--- src/rtl/icache_intc_resp_node_pkg.sv ---
// Shared constants, width helpers and the response record for the icache interconnect responder.
package icache_intc_pkg;

    localparam int ADDR_W_DEF = 32;
    localparam int UID_W_DEF  = 16;
    localparam int DATA_W_DEF = 128;
    localparam int DEPTH_DEF  = 4;

    function automatic int calc_ptr_w(input int depth);
        return (depth > 1) ? $clog2(depth) : 1;
    endfunction

    function automatic int calc_cnt_w(input int depth);
        return $clog2(depth + 1);
    endfunction

    localparam int PTR_W = calc_ptr_w(DEPTH_DEF);
    localparam int CNT_W = calc_cnt_w(DEPTH_DEF);

    // Optional output register contents; widths follow the default data/UID widths.
    typedef struct packed {
        logic                  valid;
        logic [DATA_W_DEF-1:0] data;
        logic [UID_W_DEF-1:0]  uid;
    } resp_t;

endpackage

--- src/rtl/icache_intc_resp_node_if.sv ---
// Request, memory and response signals of the interconnect root responder.
interface icache_intc_resp_node_if
    import icache_intc_pkg::*;
#(
    parameter int ADDRESS_WIDTH = ADDR_W_DEF,
    parameter int UID_WIDTH     = UID_W_DEF,
    parameter int DATA_WIDTH    = DATA_W_DEF,
    parameter int DEPTH         = DEPTH_DEF
);
    localparam int CW = calc_cnt_w(DEPTH);

    logic                     request_i;
    logic [ADDRESS_WIDTH-1:0] address_i;
    logic [UID_WIDTH-1:0]     UID_i;
    logic                     grant_o;
    logic                     mem_req_o;
    logic [ADDRESS_WIDTH-1:0] mem_addr_o;
    logic                     mem_gnt_i;
    logic                     mem_rvalid_i;
    logic [DATA_WIDTH-1:0]    mem_rdata_i;
    logic                     response_valid_o;
    logic [DATA_WIDTH-1:0]    response_data_o;
    logic [UID_WIDTH-1:0]     response_UID_o;
    logic [CW-1:0]            outstanding_o;
    logic                     error_o;

    modport slave (
        input  request_i, address_i, UID_i, mem_gnt_i, mem_rvalid_i, mem_rdata_i,
        output grant_o, mem_req_o, mem_addr_o, response_valid_o, response_data_o,
               response_UID_o, outstanding_o, error_o
    );

    modport master (
        output request_i, address_i, UID_i, mem_gnt_i, mem_rvalid_i, mem_rdata_i,
        input  grant_o, mem_req_o, mem_addr_o, response_valid_o, response_data_o,
               response_UID_o, outstanding_o, error_o
    );

endinterface

--- src/rtl/icache_intc_resp_node_uid_fifo.sv ---
// In-order UID tracking FIFO with fall-through head; push is ignored when full, pop when empty.
module icache_intc_uid_fifo
    import icache_intc_pkg::*;
#(
    parameter int UID_WIDTH = UID_W_DEF,
    parameter int DEPTH     = DEPTH_DEF
) (
    input  logic                           clk,
    input  logic                           rst,
    input  logic                           i_push,
    input  logic                           i_pop,
    input  logic [UID_WIDTH-1:0]           i_data,
    output logic [UID_WIDTH-1:0]           o_head,
    output logic                           o_full,
    output logic                           o_empty,
    output logic [calc_cnt_w(DEPTH)-1:0]   o_count
);
    localparam int PW = calc_ptr_w(DEPTH);
    localparam int CW = calc_cnt_w(DEPTH);

    logic [UID_WIDTH-1:0] r_mem [DEPTH];
    logic [PW-1:0]        r_wr_ptr;
    logic [PW-1:0]        r_rd_ptr;
    logic [CW-1:0]        r_count;
    logic                 w_push;
    logic                 w_pop;

    assign o_full  = (r_count == CW'(DEPTH));
    assign o_empty = (r_count == '0);
    assign o_count = r_count;
    assign o_head  = r_mem[r_rd_ptr];
    assign w_push  = i_push & ~o_full;
    assign w_pop   = i_pop & ~o_empty;

    always_ff @(posedge clk) begin
        if (rst) begin
            r_wr_ptr <= '0;
            r_rd_ptr <= '0;
            r_count  <= '0;
        end else begin
            if (w_push) begin
                r_wr_ptr <= (r_wr_ptr == PW'(DEPTH - 1)) ? '0 : r_wr_ptr + 1'b1;
            end
            if (w_pop) begin
                r_rd_ptr <= (r_rd_ptr == PW'(DEPTH - 1)) ? '0 : r_rd_ptr + 1'b1;
            end
            case ({w_push, w_pop})
                2'b10:   r_count <= r_count + CW'(1);
                2'b01:   r_count <= r_count - CW'(1);
                default: r_count <= r_count;
            endcase
        end
    end

    // Storage needs no reset: entries are only observed below the count.
    always_ff @(posedge clk) begin
        if (w_push) begin
            r_mem[r_wr_ptr] <= i_data;
        end
    end

endmodule

--- src/rtl/icache_intc_resp_node.sv ---
// Root responder of the icache interconnect: issues requests to memory and pairs in-order read data with UIDs.
// Define ICACHE_INTC_RESP_REG_EN to register the response outputs (one extra cycle of latency).
module icache_intc_resp_node
    import icache_intc_pkg::*;
#(
    parameter int ADDRESS_WIDTH = ADDR_W_DEF,
    parameter int UID_WIDTH     = UID_W_DEF,
    parameter int DATA_WIDTH    = DATA_W_DEF,
    parameter int DEPTH         = DEPTH_DEF
) (
    input  logic                    clk,
    input  logic                    rst,
    icache_intc_resp_node_if.slave  bus
);
    localparam int CW = calc_cnt_w(DEPTH);

    logic                 w_full;
    logic                 w_empty;
    logic                 w_mem_req;
    logic                 w_grant;
    logic                 w_resp_valid;
    logic [UID_WIDTH-1:0] w_head;
    logic [CW-1:0]        w_count;
    logic                 r_error;

    // Grant depends only on the registered count, never on this cycle's rvalid.
    assign w_mem_req    = bus.request_i & ~w_full;
    assign w_grant      = w_mem_req & bus.mem_gnt_i;
    assign w_resp_valid = bus.mem_rvalid_i & ~w_empty;

    assign bus.mem_req_o     = w_mem_req;
    assign bus.grant_o       = w_grant;
    assign bus.mem_addr_o    = bus.address_i;
    assign bus.outstanding_o = w_count;
    assign bus.error_o       = r_error;

    icache_intc_uid_fifo #(
        .UID_WIDTH (UID_WIDTH),
        .DEPTH     (DEPTH)
    ) u_uid_fifo (
        .clk     (clk),
        .rst     (rst),
        .i_push  (w_grant),
        .i_pop   (bus.mem_rvalid_i),
        .i_data  (bus.UID_i),
        .o_head  (w_head),
        .o_full  (w_full),
        .o_empty (w_empty),
        .o_count (w_count)
    );

    always_ff @(posedge clk) begin
        if (rst) begin
            r_error <= 1'b0;
        end else if (bus.mem_rvalid_i && w_empty) begin
            r_error <= 1'b1;
        end
    end

`ifdef ICACHE_INTC_RESP_REG_EN
    resp_t r_resp;

    always_ff @(posedge clk) begin
        if (rst) begin
            r_resp.valid <= 1'b0;
        end else begin
            r_resp.valid <= w_resp_valid;
            if (w_resp_valid) begin
                r_resp.data <= bus.mem_rdata_i;
                r_resp.uid  <= w_head;
            end
        end
    end

    assign bus.response_valid_o = r_resp.valid;
    assign bus.response_data_o  = r_resp.data;
    assign bus.response_UID_o   = r_resp.uid;
`else
    assign bus.response_valid_o = w_resp_valid;
    assign bus.response_data_o  = bus.mem_rdata_i;
    assign bus.response_UID_o   = w_head;
`endif

endmodule
--- src/flat_wrapper.sv ---
// flat-port wrapper written by rule: the top's interface ports become plain ports
module icache_intc_resp_node_flat import icache_intc_pkg::*;
#(
    parameter int ADDRESS_WIDTH = ADDR_W_DEF,
    parameter int UID_WIDTH     = UID_W_DEF,
    parameter int DATA_WIDTH    = DATA_W_DEF,
    parameter int DEPTH         = DEPTH_DEF
)
  (clk, rst, bus_request_i, bus_address_i, bus_UID_i, bus_mem_gnt_i, bus_mem_rvalid_i, bus_mem_rdata_i, bus_grant_o, bus_mem_req_o, bus_mem_addr_o, bus_response_valid_o, bus_response_data_o, bus_response_UID_o, bus_outstanding_o, bus_error_o);
  icache_intc_resp_node_if #(.ADDRESS_WIDTH(ADDRESS_WIDTH), .UID_WIDTH(UID_WIDTH), .DATA_WIDTH(DATA_WIDTH), .DEPTH(DEPTH)) bus_i ();
  input  logic clk;
  input  logic rst;
  input wire logic [$bits(bus_i.request_i)-1:0] bus_request_i;
  input wire logic [$bits(bus_i.address_i)-1:0] bus_address_i;
  input wire logic [$bits(bus_i.UID_i)-1:0] bus_UID_i;
  input wire logic [$bits(bus_i.mem_gnt_i)-1:0] bus_mem_gnt_i;
  input wire logic [$bits(bus_i.mem_rvalid_i)-1:0] bus_mem_rvalid_i;
  input wire logic [$bits(bus_i.mem_rdata_i)-1:0] bus_mem_rdata_i;
  output wire logic [$bits(bus_i.grant_o)-1:0] bus_grant_o;
  output wire logic [$bits(bus_i.mem_req_o)-1:0] bus_mem_req_o;
  output wire logic [$bits(bus_i.mem_addr_o)-1:0] bus_mem_addr_o;
  output wire logic [$bits(bus_i.response_valid_o)-1:0] bus_response_valid_o;
  output wire logic [$bits(bus_i.response_data_o)-1:0] bus_response_data_o;
  output wire logic [$bits(bus_i.response_UID_o)-1:0] bus_response_UID_o;
  output wire logic [$bits(bus_i.outstanding_o)-1:0] bus_outstanding_o;
  output wire logic [$bits(bus_i.error_o)-1:0] bus_error_o;
  assign bus_i.request_i = bus_request_i;
  assign bus_i.address_i = bus_address_i;
  assign bus_i.UID_i = bus_UID_i;
  assign bus_i.mem_gnt_i = bus_mem_gnt_i;
  assign bus_i.mem_rvalid_i = bus_mem_rvalid_i;
  assign bus_i.mem_rdata_i = bus_mem_rdata_i;
  assign bus_grant_o = bus_i.grant_o;
  assign bus_mem_req_o = bus_i.mem_req_o;
  assign bus_mem_addr_o = bus_i.mem_addr_o;
  assign bus_response_valid_o = bus_i.response_valid_o;
  assign bus_response_data_o = bus_i.response_data_o;
  assign bus_response_UID_o = bus_i.response_UID_o;
  assign bus_outstanding_o = bus_i.outstanding_o;
  assign bus_error_o = bus_i.error_o;
  icache_intc_resp_node #(.ADDRESS_WIDTH(ADDRESS_WIDTH), .UID_WIDTH(UID_WIDTH), .DATA_WIDTH(DATA_WIDTH), .DEPTH(DEPTH)) u_core (.clk(clk), .rst(rst), .bus(bus_i));
endmodule
--- config.mk ---
export PLATFORM = sky130hd
export DESIGN_NAME = icache_intc_resp_node_flat
export DESIGN_NICKNAME = d
export VERILOG_FILES = /design/src/rtl/icache_intc_resp_node_pkg.sv /design/src/rtl/icache_intc_resp_node_if.sv /design/src/rtl/icache_intc_resp_node_uid_fifo.sv /design/src/rtl/icache_intc_resp_node.sv /design/src/flat_wrapper.sv
export SDC_FILE = /design/constraint.sdc
export NUM_CORES = 1
export LEC_CHECK = 0
export ABC_AREA = 1
export CAP_MARGIN = 20
export CORE_AREA = 2 2 143 145
export DETAILED_ROUTE_END_ITERATION = 7
export DIE_AREA = 0 0 145 147
export GPL_TIMING_DRIVEN = 1
export SYNTH_ARGS = -nofsm -noshare
export SYNTH_HDL_FRONTEND = slang
export SYNTH_SLANG_ARGS = --single-unit
--- constraint.sdc ---
create_clock -name clk -period 2.1 [get_ports clk]
set_clock_uncertainty 0.1 [all_clocks]
set_input_delay 0.21 -clock clk [delete_from_list [all_inputs] [get_ports clk]]
set_output_delay 0.21 -clock clk [all_outputs]
set_load 0.01 [all_outputs]
Yosys cells after proc, flatten, opt, wreduce, memory -nomap -nowiden
Memories as Yosys holds them, arrays and structs flattened. A register that Yosys moved wholly into a read port is not among the register bits. Index checks and enable logic that the tools add are counted.

Output and inout bits: 183. Bits of input ports: 181. Memory bits (writable): 64. Memories kept: 1. Register bits: 8.

Memory list: u_core.u_uid_fifo.r_mem (depth 4, width 16, rd ports 1, clocked after Yosys merged registers in 1, wr ports 1, RTL line icache_intc_resp_node_uid_fifo.sv:21) `logic [UID_WIDTH-1:0] r_mem [DEPTH];`.

Bitwise logic cells: 6. Equal/unequal tests: 5. Multiplexer cells: 7. Reductions and logical operators: 3. Add/sub/neg operators: 4.

Operators with widths (number): $mux 2 (4); $eq 2x2->1 const B (3); $pmux 3 s2 (1); $add 2x1->2 const B (2); $and 1x1->1 (4); $add 3x1->3 const B (1); $eq 3x3->1 const B (1); $logic_not 3->1 (1); $sub 3x1->3 const B (1); $eq 2x1->1 const B (1); $mux 1 (2); $not 1->1 (2); $reduce_bool 2->1 (1); $logic_and 1x1->1 (1).

Logic depth before layout (Yosys ltp)
Depth in word-level cells: 7. Mapped depth: 13.

Modules after synthesis
Synthesis repeated with hierarchy kept, for this count alone.

Cells, all modules: 395. Area, all modules: 4125.2 µm².

By module, submodules not included: icache_intc_uid_fifo (seq. area each 2102.0 µm², area each 2862.7 µm², instances 1, cells each 225); icache_intc_resp_node (seq. area each 20.0 µm², area each 1262.5 µm², instances 1, cells each 170).

Worst setup path after synthesis
No wires, ideal clock.

Path kind: reg2reg. Start point: register u_core.u_uid_fifo.r_count[1], in the netlist u_core.u_uid_fifo.o_count[1]. End point: memory u_core.u_uid_fifo.r_mem[0][0] (netlist name), enable pin. Slack: 0.209 ns. Data arrival time: 1.403 ns. Cell stages (with the launch flop): 5. Path buffers: 0. Cell sequence: dfxtp_1 nor2_2 nand2_1 nand3_4 nor2_1.

Cells in the longest elaborated chain, start to end: 7.

Ends and longest elaborated chain: from (decl) (RTL line icache_intc_resp_node_uid_fifo.sv:24) `logic [CW-1:0] r_count;`; from (signal assigned) (RTL line icache_intc_resp_node_uid_fifo.sv:48) `2'b10: r_count <= r_count + CW'(1);`; from (signal assigned) (RTL line icache_intc_resp_node_uid_fifo.sv:49) `2'b01: r_count <= r_count - CW'(1);`; from (signal assigned) (RTL line icache_intc_resp_node_uid_fifo.sv:50) `default: r_count <= r_count;`; $eq 3x3->1 * (RTL line icache_intc_resp_node_uid_fifo.sv:28) `assign o_full = (r_count == CW'(DEPTH));`; $not 1->1 * (RTL line icache_intc_resp_node_uid_fifo.sv:32, icache_intc_resp_node.sv:27); $and 1x1->1 (RTL line icache_intc_resp_node.sv:27) `assign w_mem_req = bus.request_i & ~w_full;`; $and 1x1->1 (RTL line icache_intc_resp_node.sv:28) `assign w_grant = w_mem_req & bus.mem_gnt_i;`; $and 1x1->1 * (RTL line icache_intc_resp_node_uid_fifo.sv:32) `assign w_push = i_push & ~o_full;`; $mux 1 * (RTL line icache_intc_resp_node_uid_fifo.sv:57) `if (w_push) begin`; $mux 1 (not written as such) * (RTL line icache_intc_resp_node_uid_fifo.sv:58) `r_mem[r_wr_ptr] <= i_data;`; to (decl) (RTL line icache_intc_resp_node_uid_fifo.sv:21).

Every way passes the cells marked *; elsewhere a longest branch is shown, timed or not.

Worst setup path after layout
Start point: register u_core.u_uid_fifo.r_count[1], in the netlist u_core.u_uid_fifo.o_count[1]. End point: output bus_grant_o.

Cells in the longest elaborated chain, start to end: 4.

Ends and longest elaborated chain: $eq 3x3->1 (RTL line icache_intc_resp_node_uid_fifo.sv:28); $not 1->1 (RTL line icache_intc_resp_node.sv:27); $and 1x1->1 (RTL line icache_intc_resp_node.sv:27); $and 1x1->1 (RTL line icache_intc_resp_node.sv:28); to (decl) (RTL line flat_wrapper.sv:19) `output wire logic [$bits(bus_i.grant_o)-1:0] bus_grant_o;`.

No other way between the ends.

==> reports/qor.csv <==
metric,value,unit
"Slowest-stage cell, CP",clkdlybuf4s50_1,
n_diodes,0,
yosys warns,0,
CP Launch Type,register,
largest net degree at the start of global routing,23,
total global-route track usage,0.125,
post-layout util,0.205,
gr ovfl total,0,
post-DP HPWL,11.6,mm
number of routed nets with antenna violations,0,
Post-Route WL,13.8,mm
CP Data Arrival Time,1.71,ns
later-pin clock latency in the skew report,0.33,ns
clk sinks,74,
Final Hold Fails,0,
Post-Layout Inst Area,4070,um^2
Area Growth Syn to Fin,-0.459,%
CP top delay family,buffers and inverters,
top post-synthesis cells by area,"edfxtp_1 47%, buf_4 30%, dfxtp_1 4.9%, nor2_1 4.4%, o21ai_1 3.4%",
"area leader, netlist",edfxtp_1,
Period minus WS final,2.02,ns
clock-pin slew on the worst setup and hold paths,0.06,ns
io pins,364,
global-route wire length before repair,18.4,mm
drt via density,3.82,
sequential area share after synthesis,0.519,
die area,21300,um^2
critical path class,register to primary output,
TritonCTS clock tree,done,
fmax,494,MHz
number of max-cap violations,0,
layout cells sized above 1,0.131,
Num CTS Buffers,9,
Critical Path RT,1.79,ns
postcts setup bufs,0,
"Cell Area, Placed",3720,um^2
clk buf depth,2,
"Cell Chain, Critical Path","nor2_4, nand2_1, nand3_4, buf_4, inv_1, clkdlybuf4s50_1",
fin cells,560,
Yosys cell types,18,
initial core utilization,0.206,
First DRT Iteration DRCs,127,
#FFs+latches synth,74,
Leak,1.44,nW
num rows,52,
outcome,"complete, no violations",
Max rail drop VDD,0.521,mV
nets,473,
kind of end point of the critical path,primary output,
CP max FO,9,
total negative slack,0,ns
detailed-route DRC error count,0,
DR WL/cell,24.6,um
die height,147,um
vias in the first global route,2256,
Core Region,19800,um^2
TritonRoute pass-1 iters,4,
Worst-Margin Slew,0.256,ns
Die Wd,145,um
Syn Inst Count,386,
Hold Crit Class,input pin to primary output,
pins over their slew limit,0,
Hold WS,0.320,ns
gpl congestion,0.721,
Slew headroom,0.830,
placed cells,544,
CTS H-tree depth,3,
CP peak stage delay,0.54,ns
CP bufs+invs,3,
final setup vio count,0,
Post-CTS Hold Fix Bufs,0,
syn avg cell area,10.6,um^2
# port buffers,43,
Post-Syn Nets,574,
DR vias,2139,
pwr/cell area,1180,nW/um^2
Final period util,0.964,
Yosys top cell area share,0.470,
Root Driver,clkbuf_16,
Mapped Area,4090,um^2
antenna violations before repair,1,
==> stage by stage <==
| step | worst slack [ns] | total power (W) |
|---|---|---|
| after global placement | 0.130 | 0.00324 |
| after detailed placement | 0.0170 | 0.00328 |
| final | 0.0757 | 0.00481 |
| after global routing | -0.0137 | 0.00506 |
| after CTS | 0.00137 | 0.00485 |
| after floorplan | 0.209 | 0.00284 |
==> state kept, by name, summed over array words and instances (netlist names), named ones only <==
name / flops
u_core.bus.error_o: 1
u_core.u_uid_fifo.o_count: 3
u_core.u_uid_fifo.r_mem: 64
u_core.u_uid_fifo.r_rd_ptr: 2
u_core.u_uid_fifo.r_wr_ptr: 2
==> cell usage in the layout, fill, tap and decap left out, types with 2 or more instances in the layout <==
cell type         n
edfxtp_1         64
nor2_1           48
o21ai_1          28
clkdlybuf4s50_1  27
inv_1            16
o22ai_1          15
dlygate4sd2_1    12
nand2_1          11
buf_4            10
clkbuf_16         9
o21ai_0           8
ha_1              6
dfxtp_2           5
dfxtp_1           5
dlymetal6s2s_1    4
a21oi_1           3
clkinvlp_4        3
inv_4             2
nand3_1           2
bufinv_16         2
==> cell usage after synthesis <==
library cell and number:
o21ai_0 8, o22ai_1 16, a21boi_0 1, nand3_1 2, edfxtp_1 64, buf_2 6
buf_4 162, o21ai_1 28, a21oi_1 3, dfxtp_1 10, nand3_4 1, fa_1 1
inv_1 16, nor2_2 1, inv_2 2, ha_1 6, nor2_1 48, nand2_1 11
==> timing repair <==
item,in CTS,in global routing
cloned,0,0
gates resized for setup,20,8
endpoints found under the setup margin,16,7
endpoints found under the hold margin,0,0
==> cell families (layout without fill, tap and decap cells) <==
group | Yosys count | count (layout) | share of synthesized area
compound gates | 56 | 56 | 0.0741
fa+ha+maj | 7 | 7 | 0.0233
buf+inv | 186 | 90 | 0.321
flops | 74 | 74 | 0.519
simple gates | 63 | 63 | 0.0624
==> routing by layer <==
metal,routed length [um],track usage
met5,13,0
met4,432,0.0535
met3,3570,0.154
met2,6370,0.200
met1,3400,0.0861
==> final cells by class <==
| class | instances | area (um^2) |
|---|---|---|
| clock buffer | 10 | 229 |
| clock inverter | 6 | 91.3 |
| fill | 2130 | 15800 |
| inverter | 18 | 72.6 |
| multi-input combinational | 126 | 664 |
| sequential | 74 | 2130 |
| tap | 270 | 338 |
| timing repair buffer | 56 | 547 |
==> worst paths after layout <==
path	startpoint	end	slack, ns	cells after the start
setup / recovery	u_core.u_uid_fifo.o_count[1]	bus_grant_o	0.08	6
hold / removal	bus_address_i[20]	bus_mem_addr_o[20]	0.32	0
setup reg to reg	u_core.u_uid_fifo.o_count[2]	u_core.u_uid_fifo.o_count[2]	0.19	13
hold reg to reg	u_core.bus.error_o	u_core.bus.error_o	0.36	2
==> where the power goes <==
group | switching (W) | internal, W | leakage, nW | total, W
Sequential | 0.0000829 | 0.00172 | 0.665 | 0.00180
Clock | 0.000579 | 0.00104 | 0.145 | 0.00162
Combinational | 0.000778 | 0.000605 | 0.634 | 0.00138
Total | 0.00144 | 0.00337 | 1.44 | 0.00481
(Power assumes the default switching activity.)
